## src/rtl/i2c_status_reg.sv

```systemverilog
// i2c_status_reg: registered I2C status with sticky errors, edge interrupts and drop counters
module i2c_status_reg #(
    parameter int               WIDTH         = 13,
    parameter logic [WIDTH-1:0] STICKY_MASK   = 'h1200,
    parameter bit               CLEAR_ON_READ = 1'b0,
    parameter int               CNT_WIDTH     = 8
) (
    input  logic                 clk,
    input  logic                 rst,
    input  logic [WIDTH-1:0]     next_status,
    input  logic                 status_rd,
    input  logic                 clr_wr,
    input  logic [WIDTH-1:0]     clr_data,
    input  logic                 ie_wr,
    input  logic [WIDTH-1:0]     ie_data,
    input  logic                 cnt_clr,
    output logic [WIDTH-1:0]     status,
    output logic [WIDTH-1:0]     int_pending,
    output logic [WIDTH-1:0]     int_enable,
    output logic                 irq,
    output logic [CNT_WIDTH-1:0] ovf_count,
    output logic [CNT_WIDTH-1:0] unf_count
);
    localparam int RX_OVF = 9;
    localparam int TX_UNF = 12;

    logic [WIDTH-1:0]     status_d, status_q, prev_d, prev_q, pend_d, pend_q, ie_d, ie_q;
    logic [WIDTH-1:0]     w1c, clr, rise;
    logic [CNT_WIDTH-1:0] ovf_d, ovf_q, unf_d, unf_q;

    // A clear that coincides with an increment still counts that cycle
    function automatic logic [CNT_WIDTH-1:0] cnt_next(input logic [CNT_WIDTH-1:0] c,
                                                      input logic inc, input logic zero);
        return zero ? CNT_WIDTH'(inc) : (inc && c != '1) ? c + 1'b1 : c;
    endfunction

    always_comb begin
        w1c      = clr_wr ? clr_data : '0;
        clr      = w1c | {WIDTH{CLEAR_ON_READ & status_rd}};
        rise     = next_status & ~prev_q;
        prev_d   = next_status;
        status_d = next_status | (STICKY_MASK & status_q & ~clr);
        pend_d   = (rise & ie_q) | (pend_q & ~w1c);
        ie_d     = ie_wr ? ie_data : ie_q;
        ovf_d    = cnt_next(ovf_q, next_status[RX_OVF], cnt_clr);
        unf_d    = cnt_next(unf_q, next_status[TX_UNF], cnt_clr);
    end

    always_ff @(posedge clk or posedge rst) begin
        if (rst) begin
            status_q <= '0;
            prev_q   <= '0;
            pend_q   <= '0;
            ie_q     <= '0;
            ovf_q    <= '0;
            unf_q    <= '0;
        end else begin
            status_q <= status_d;
            prev_q   <= prev_d;
            pend_q   <= pend_d;
            ie_q     <= ie_d;
            ovf_q    <= ovf_d;
            unf_q    <= unf_d;
        end
    end

    assign status      = status_q;
    assign int_pending = pend_q;
    assign int_enable  = ie_q;
    assign irq         = |(pend_q & ie_q);
    assign ovf_count   = ovf_q;
    assign unf_count   = unf_q;
endmodule

```

## config.mk

```make
export PLATFORM = sky130hd
export DESIGN_NAME = i2c_status_reg
export DESIGN_NICKNAME = d
export VERILOG_FILES = /design/src/rtl/i2c_status_reg.sv
export SDC_FILE = /design/constraint.sdc
export NUM_CORES = 1
export LEC_CHECK = 0
export ABC_AREA = 1
export CORE_AREA = 2 2 81 83
export CTS_CLUSTER_SIZE = 8
export DETAILED_ROUTE_END_ITERATION = 10
export DIE_AREA = 0 0 83 85
export GPL_TIMING_DRIVEN = 0
export PLACE_DENSITY = 0.77
export SYNTH_ARGS = -nofsm -noshare
export SYNTH_HDL_FRONTEND = slang
export SYNTH_SLANG_ARGS = --single-unit
```

## constraint.sdc

```tcl
create_clock -name clk -period 2.6 [get_ports clk]
set_clock_uncertainty 0.1 [all_clocks]
set_input_delay 0.65 -clock clk [delete_from_list [all_inputs] [get_ports clk]]
set_output_delay 0.65 -clock clk [all_outputs]
set_load 0.1 [all_outputs]
```

==> impl_metrics.py <==
metrics = {
    "run_status": {
        "outcome": "finished, final reports clean",
    },
    "place": {
        "io_buffer_count": 98,
        "postPlaceCellArea_mm2": 0.00368,
        "hpwl_mm": 4.90,
        "pre_cts_ws_ps": -61.0,
        "routabilityCongestion": 0.895,
    },
    "setup_path": {
        "slowest_delay_ps": 1130,
        "worst-endpoint-arrival_ps": 1790,
        "r2r-end": "ovf_count[5]",
        "r2r-start": "ovf_count[0]",
        "crit_required_ps": 1850,
        "crit_fanout": 2,
        "end_kind": "output pin",
        "critPathLaunchType": "flop",
        "crit_end": "int_pending[6]",
        "crit_family": "buffers and inverters",
        "crit_chain": "clkdlybuf4s50_1",
        "startpoint": "int_pending[6]",
        "slowest_stage": "clkdlybuf4s50_1",
        "crit_type": "flop to output pin",
        "cp.depth": 1,
        "regToRegSetupSlack_ps": 1090,
        "crit_buf_inv": 1,
        "reg2regPathDepth": 8,
    },
    "pwr": {
        "leakagePower_nw": 2.02,
        "ir_drop_mv": 0.511,
        "power_mw": 2.70,
        "power_density_mw_per_mm2": 704,
    },
    "cts": {
        "cts_tree": "built",
        "clock-sinks": 57,
        "h-tree-depth": 3,
        "ctsRootBufferMaster": "clkbuf_8",
        "cts_buffers": 9,
        "worstSkewPairLatency_ps": 320,
        "clock_path_buffers": 2,
        "clk_pin_slew_ps": 60,
    },
    "die": {
        "core_mm2": 0.00620,
        "rows": 29,
        "fp.dieArea_mm2": 0.00706,
        "start_util_pct": 41.6,
        "ios": 101,
        "die_h_um": 85,
        "fp.dieW_um": 83,
    },
    "yosys": {
        "ys_ff_latch": 57,
        "avgSynthCellArea_um2": 8.87,
        "yosysTopAreaCell": "dfrtp_1",
        "syn_area_mm2": 0.00258,
        "ys_top_cells_by_area": "dfrtp_1 55%, nand2_1 12%, nand3_1 4.3%, inv_1 3.8%, nor2_1 3.6%",
        "yosysSeqAreaShare_pct": 55.3,
        "synth_top_area_share_pct": 55.3,
        "synth.distinct_cells": 27,
        "ys_warn_count": 0,
        "syn_inst": 291,
        "synth_fp_nets": 338,
    },
    "global_routing": {
        "antenna_found_initial": 0,
        "grtUsageTotal_pct": 19.6,
        "grt_max_degree": 34,
        "grt-ovfl-total": 0,
        "grt_pass1_wl_mm": 11.0,
        "grt_pass1_vias": 2326,
    },
    "route": {
        "via_per_inst": 4.78,
        "vias": 2306,
        "firstDrtPassIters": 4,
        "routedWlPerCell_um": 13.4,
        "wl_mm": 6.46,
        "dr.first_iter.drc_count": 79,
        "drc": 0,
        "ant_nets": 0,
    },
    "sta": {
        "worst_pin_slew_ps": 997,
        "hold_ws_ps": 316,
        "drv_slew": 0,
        "relSlewSlack_pct": 33.4,
        "hold_viol_final": 0,
        "fmax_mhz": 394,
        "fin_ws_ps": 58.9,
        "fin_crit_sh_pct": 97.7,
        "rsz0062_at_grt": "no",
        "finalSetupViolCount": 0,
        "post-route-min-period_ps": 2540,
    },
    "cells_and_area": {
        "diodes": 0,
        "area_growth_pct": 48.7,
        "drive_above_1_share_pct": 12.6,
        "mostFrequentLayoutCells": "80 x nand2_1, 57 x dfrtp_1, 47 x dlygate4sd2_1",
        "final_common_cell": "nand2_1",
        "nets": 448,
        "final_area_mm2": 0.00384,
    },
    "job": {
        "maxCapViolCount": 0,
    },
    "worst_hold_path": {
        "hold_class": "flop to flop",
    },
}
worst min path at each step:
| stage | to | cells after the start | start |
|---|---|---|---|
| after floorplan | int_pending[9] | 1 | prev_q[9] |
| after global placement | int_pending[9] | 1 | prev_q[9] |
| after detailed placement | int_pending[9] | 1 | prev_q[9] |
| after CTS | int_pending[9] | 1 | prev_q[9] |
| after global routing | int_pending[12] | 1 | prev_q[12] |
| final | int_pending[9] | 1 | prev_q[9] |
cell type report:
type | count | area, um^2
inverters | 29 | 109
repair buffers | 99 | 961
flip-flops and latches | 57 | 1430
multi-input cells | 189 | 938
plain buffers | 16 | 113
clock buffers | 12 | 155
fillers | 560 | 2370
well taps | 77 | 96.3
clock inverters | 3 | 40.0
flip-flops by register name, summed over array words and instances, names as in the netlist:
register	count
prev_q	13
int_pending	13
ovf_count	8
unf_count	8
int_enable	13
status	2
cell usage after synthesis (all sizes together):
library cell and number:
a21o 2, a21oi 5, a22o 9, buf 15
clkbuf 1, dfrtp 57, ha 2, inv 29
nand2 87, nand3 23, nand4 1, nor2 30
nor3 2, o21ai 21, o21bai 2, o31ai 2
xor2 3
routing by layer:
layer  vias to the layer above  track usage (%)  wire length (um)
met4                         0             5.81                14
li1                       1161                -                 -
met3                         2             6.23               367
met1                      1064             23.9              2850
met5                         -                0                 0
met2                        79             33.5              3230
cells by family after synthesis:
family | share of synthesized area (%)
AOI/OAI and AO/OA | 10.1
xor gates and xnor gates | 1.02
adders and majority gates | 0.969
buffers and inverters | 8.58
DFF | 55.3
and+or+nand+nor | 24.0
stage by stage:
stage	std cells	setup TNS (ps)	utilization, %
after floorplan	291	0	-
after global placement	466	-35450	59.0
after detailed placement	467	-61.0	59.4
after CTS	482	0	61.6
after global routing	482	0	61.9
final	482	0	61.9
power by group:
group          leakage (nW)  switching [mW]  internal, mW
clock network         0.102           0.327         0.486
registers             0.711          0.0503         0.956
logic                  1.21           0.679         0.203
timing repair:
action | in CTS | in global routing
endpoints found under the setup margin | 48 | 7
resized for setup | 50 | 7
buffers inserted | 0 | 0
hold buffers | 0 | 0
pin swaps | 0 | 0
Note: power is estimated with default switching activity, not from simulation.
==> RTL change 1: new RTL, same flow settings <==
`ie_q` no longer has a reset.
--- a/src/rtl/i2c_status_reg.sv
+++ b/src/rtl/i2c_status_reg.sv
@@ -51,17 +51,19 @@
             status_q <= '0;
             prev_q   <= '0;
             pend_q   <= '0;
-            ie_q     <= '0;
             ovf_q    <= '0;
             unf_q    <= '0;
         end else begin
             status_q <= status_d;
             prev_q   <= prev_d;
             pend_q   <= pend_d;
-            ie_q     <= ie_d;
             ovf_q    <= ovf_d;
             unf_q    <= unf_d;
         end
+    end
+
+    always_ff @(posedge clk) begin
+        ie_q <= ie_d;
     end
 
     assign status      = status_q;
Check against the original RTL: not equivalent (Yosys sat finds a counterexample within 4 cycles, from zero or initial values and one cycle with rst high).
==> RTL change 1 against the unedited design <==
  * Routed wire length is 2.9% lower
  * Total power fell by 0.93%
  * Design area decreased by 2.5%
  * Hold slack better by 0.058 ns
  * Register-to-register slack gained 0.03 ns
  * Area after synthesis decreased by 4.4%
  * Sequential share of layout area grew 2.7 points
  * Fmax rose by 4.5%
  * Setup slack gained 0.11 ns
  * Sequential cell count unchanged
  * Largest power group unchanged
==> RTL change 1: results (changes against the unedited design) <==
Placement Setup Slack: 0.0108 ns (was -0.0610 ns)
Synth async-reset ratio: 77.2% (was 100%)
WHS Endpoint: status[9]$_DFF_PP0_ (was int_pending[9]$_DFF_PP0_)
Post-DP HPWL: 4.66 mm (was 4.90 mm)
CP max FO: 6 (was 2)
GRT Util Overall: 19.1% (was 19.6%)
Met1 usage: 23.5% (was 23.9%)
Commonest cells post-synth: 75 x nand2_1, 44 x dfrtp_1, 28 x nor2_1 (was 80 x nand2_1, 57 x dfrtp_1, 26 x inv_1)
Worst Hold Launch: status[9]$_DFF_PP0_ (was prev_q[9]$_DFF_PP0_)
Worst slew margin: 32.6% (was 33.4%)
Met3 GRT Util: 6.71% (was 6.23%)
Status: complete, no violations (unchanged)
M2 GR Usage: 31.9% (was 33.5%)
Crit path to: ovf_count[3] (was int_pending[6])
Starting DRT DRC Count: 102 (was 79)
Dpl cells: 434 (was 467)
Routability cong.: 0.867 (was 0.895)
Seq/Total Area, Yosys: 60.4% (was 55.3%)
Vias per inst: 4.82 (was 4.78)
Peak VDD IR: 0.421 mV (was 0.511 mV)
Vias: 2168 (was 2306)
Tcrit/Tclk final: 93.5% (was 97.7%)
Reg-to-Reg Start: unf_count[0]$_DFFE_PP0P_ (was ovf_count[0]$_DFFE_PP0P_)
Reg2reg end: unf_count[1]$_DFFE_PP0P_ (was ovf_count[5]$_DFFE_PP0P_)
Slowest cell delay on critical path: 0.89 ns (was 1.13 ns)
WP data arrival: 1.68 ns (was 1.79 ns)
Worst hold slack: 0.375 ns (was 0.316 ns)
Reg2reg setup slack: 1.12 ns (was 1.09 ns)
Nets: 415 (was 448)
Avg Synthesized Cell Area: 9.60 um2 (was 8.87 um2)
I/O Buffers: 99 (was 98)
Metal2 WL: 2.95 mm (was 3.23 mm)
==> RTL change 1: layout make-up <==
class	count	area [um2]
clock inverter	2	35.0
tap	77	96.3
fill	535	2460
buffer	14	96.3
multi-input combinational	161	788
clock buffer	14	173
timing repair buffer	100	967
sequential	57	1490
inverter	25	93.8
==> RTL change 1: where the power goes <==
| part | internal [uW] | total, uW | switching [uW] |
|---|---|---|---|
| Clock | 520 | 845 | 325 |
| Combinational | 184 | 795 | 611 |
| Sequential | 985 | 1040 | 51.3 |
==> RTL change 1: cells by family (layout without fill, tap and decap cells) <==
family | Yosys count | count (layout) | share of synthesized area [%]
flops | 57 | 57 | 60.4
buf+inv | 39 | 155 | 7.71
fa+ha+maj | 2 | 2 | 1.01
compound gates | 24 | 24 | 7.76
simple gates | 134 | 134 | 22.7
xor+xnor | 1 | 1 | 0.355
==> RTL change 1: what timing repair did <==
item	CTS	global route
hold buffers	0	0
endpoints found under the setup margin	48	9
pin swaps	0	0
resized for setup	48	10
==> RTL change 2: new RTL, same flow settings <==
Made on the original files. The localparam `RX_OVF` goes from 9 to 8.
--- a/src/rtl/i2c_status_reg.sv
+++ b/src/rtl/i2c_status_reg.sv
@@ -21,7 +21,7 @@
     output logic [CNT_WIDTH-1:0] ovf_count,
     output logic [CNT_WIDTH-1:0] unf_count
 );
-    localparam int RX_OVF = 9;
+    localparam int RX_OVF = 8;
     localparam int TX_UNF = 12;
 
     logic [WIDTH-1:0]     status_d, status_q, prev_d, prev_q, pend_d, pend_q, ie_d, ie_q;
Function: changed (Yosys sat finds a counterexample within 4 cycles, from zero or initial values and one cycle with rst high).
==> RTL change 2 against the unedited design <==
  * Total power is 0.23% lower
  * Clock power is 2% lower
  * Final cell count stayed put
  * Largest cell class unchanged
  * Setup slack worse by 0.016 ns
  * Routed wire length is 0.77% higher
  * Sequential cell count stayed put
  * Design area is 0.23% lower
  * Area after synthesis hardly changed
==> RTL change 2: results (changes against the unedited design) <==
Ant diodes: 0 (unchanged)
R2R cell count: 8 (unchanged)
Root buffer cell: clkbuf_8 (unchanged)
Commonest cells post-synth: 81 x nand2_1, 57 x dfrtp_1, 25 x inv_1 (was 80 x nand2_1, 57 x dfrtp_1, 26 x inv_1)
CTS H-tree depth: 3 (unchanged)
I/O Buffers: 98 (unchanged)
GRT Util Overall: 19.1% (was 19.6%)
Worst hold slack: 0.323 ns (was 0.316 ns)
WP data arrival: 1.81 ns (was 1.79 ns)
Post-DP HPWL: 4.97 mm (was 4.90 mm)
Initial antenna violation count: 0 (unchanged)
Clk slew on worst S/H paths: 0.06 ns (about the same)
Fillers: 573 (was 560)
Share of layout cells above drive strength 1: 12.6% (unchanged)
Yosys warns: 0 (unchanged)
Status: complete, no violations (unchanged)
Final instance count without filler cells: 482 (unchanged)
CTS max path bufs: 2 (unchanged)
CTS Buf Count: 9 (unchanged)
Worst slew margin: 34.1% (was 33.4%)
Vias in the first global route: 2390 (was 2326)
Crit. Startpoint: int_pending[5]$_DFF_PP0_ (was int_pending[6]$_DFF_PP0_)
Xor/xnor share of the synthesized area: 1.02% (about the same)
Hold crit path type: reg -> reg (unchanged)
Avg Synthesized Cell Area: 8.90 um2 (was 8.87 um2)
LEAKAGE: 0.00199 uW (was 0.00202 uW)
Reg2reg setup slack: 1.12 ns (was 1.09 ns)
CP max FO: 2 (unchanged)
First-pass GRT wire length: 10.9 mm (was 11.0 mm)
Delay-heaviest family, CP: buffers and inverters (unchanged)
Peak VDD IR: 0.347 mV (was 0.511 mV)
CP max stage cell: clkdlybuf4s50_1 (unchanged)
Starting DRT DRC Count: 68 (was 79)
Hold path depth: 1 (unchanged)
Adder-cell share of the synthesized area: 0.970% (was 0.969%)
Synth area leaders: dfrtp_1 55%, nand2_1 12%, nand3_1 4.3%, inv_1 3.6%, o21ai_0 3.5% (was dfrtp_1 55%, nand2_1 12%, nand3_1 4.3%, inv_1 3.8%, nor2_1 3.6%)
Vias per inst: 4.88 (was 4.78)
Compound-Gate Fraction of Synth Area: 9.80% (was 10.1%)
Largest net degree at the start of global routing: 30 (was 34)
Seq/Total Area, Yosys: 55.3% (about the same)
Placeable Area: 6200 um2 (unchanged)
Reg-to-Reg Start: ovf_count[0]$_DFFE_PP0P_ (unchanged)
Detailed Routing Iterations Pass 1: 4 (unchanged)
Routed wire length per instance: 13.5 um (was 13.4 um)
Dpl cells: 466 (was 467)
Unique masters post-synth: 28 (was 27)
Mapped Nets: 337 (was 338)
Later-pin clock latency in the skew report: 0.32 ns (about the same)
Mux share of post-synthesis cell area: 0.436% (was 0%)
Synth async-reset ratio: 100% (unchanged)
Slowest cell delay on critical path: 1.13 ns (about the same)
Nets: 447 (was 448)
Worst Hold Launch: prev_q[12]$_DFF_PP0_ (was prev_q[9]$_DFF_PP0_)
Routability cong.: 0.856 (was 0.895)
Most used DFF post-synth: dfrtp_1 (unchanged)
==> RTL change 2: cell types whose count changed after synthesis <==
cell     before  now
a22o_1        9    8
inv_1        26   25
mux2_2        0    1
nand2_1      80   81
nor2_1       25   24
==> RTL change 2: per-layer routing <==
layer | global-route usage [%] | part of all wire (%) | up-vias
met5 | 0 | 0 | -
met4 | 7.30 | 1.7 | 0
met3 | 5.06 | 7.2 | 11
met2 | 32.9 | 48 | 90
met1 | 23.1 | 43 | 1109
li1 | - | - | 1144
==> RTL change 2: final timing paths <==
path,to
worst max-delay path,int_pending[5]
worst min-delay path,int_pending[12]$_DFF_PP0_
worst max register to register,ovf_count[2]$_DFFE_PP0P_
worst min register to register,int_pending[12]$_DFF_PP0_
max in group asynchronous,prev_q[3]$_DFF_PP0_
min in group asynchronous,ovf_count[2]$_DFFE_PP0P_
==> RTL change 2: timing repair <==
item / 4_1_cts / 5_1_grt
buffers inserted: 0 / 0
resized for setup: 49 / 6
endpoints found under the hold margin: 0 / 0
setup endpoints to repair: 47 / 6
==> RTL change 2: logic make-up after synthesis <==
logic type / after synthesis
xor+xnor: 3
mux: 1
buf+inv: 44
flops: 57
compound gates: 40
simple gates: 143
fa+ha+maj: 2
==> RTL change 2: where the power goes <==
group          total [uW]  internal [uW]  leakage, uW  switching [uW]
clock                 799            467    0.0000974             332
combinational         885            203      0.00119             682
sequential           1010            956     0.000711            54.9
==> RTL change 2: cell type report <==
cell class                 count  area (um2)  area share, %
tap                           77        96.3           2.52
timing repair buffer          99         960           25.1
inverter                      28         105           2.74
sequential                    57        1430           37.2
multi-input combinational    189         941           24.6
clock inverter                 3        40.0           1.05
buffer                        16         113           2.94
clock buffer                  13         149           3.89
==> RTL change 2: per-stage QoR <==
stage          worst slack [ns]  area [um2]  power [uW]
3_5_place_dp            -0.0658        3680        1960
4_1_cts                 0.00324        3810        2720
3_3_place_gp             -0.605        3660        1940
5_1_grt                 0.00978        3830        2810
2_1_floorplan             0.186        2580        1680
6_report                 0.0433        3830        2700
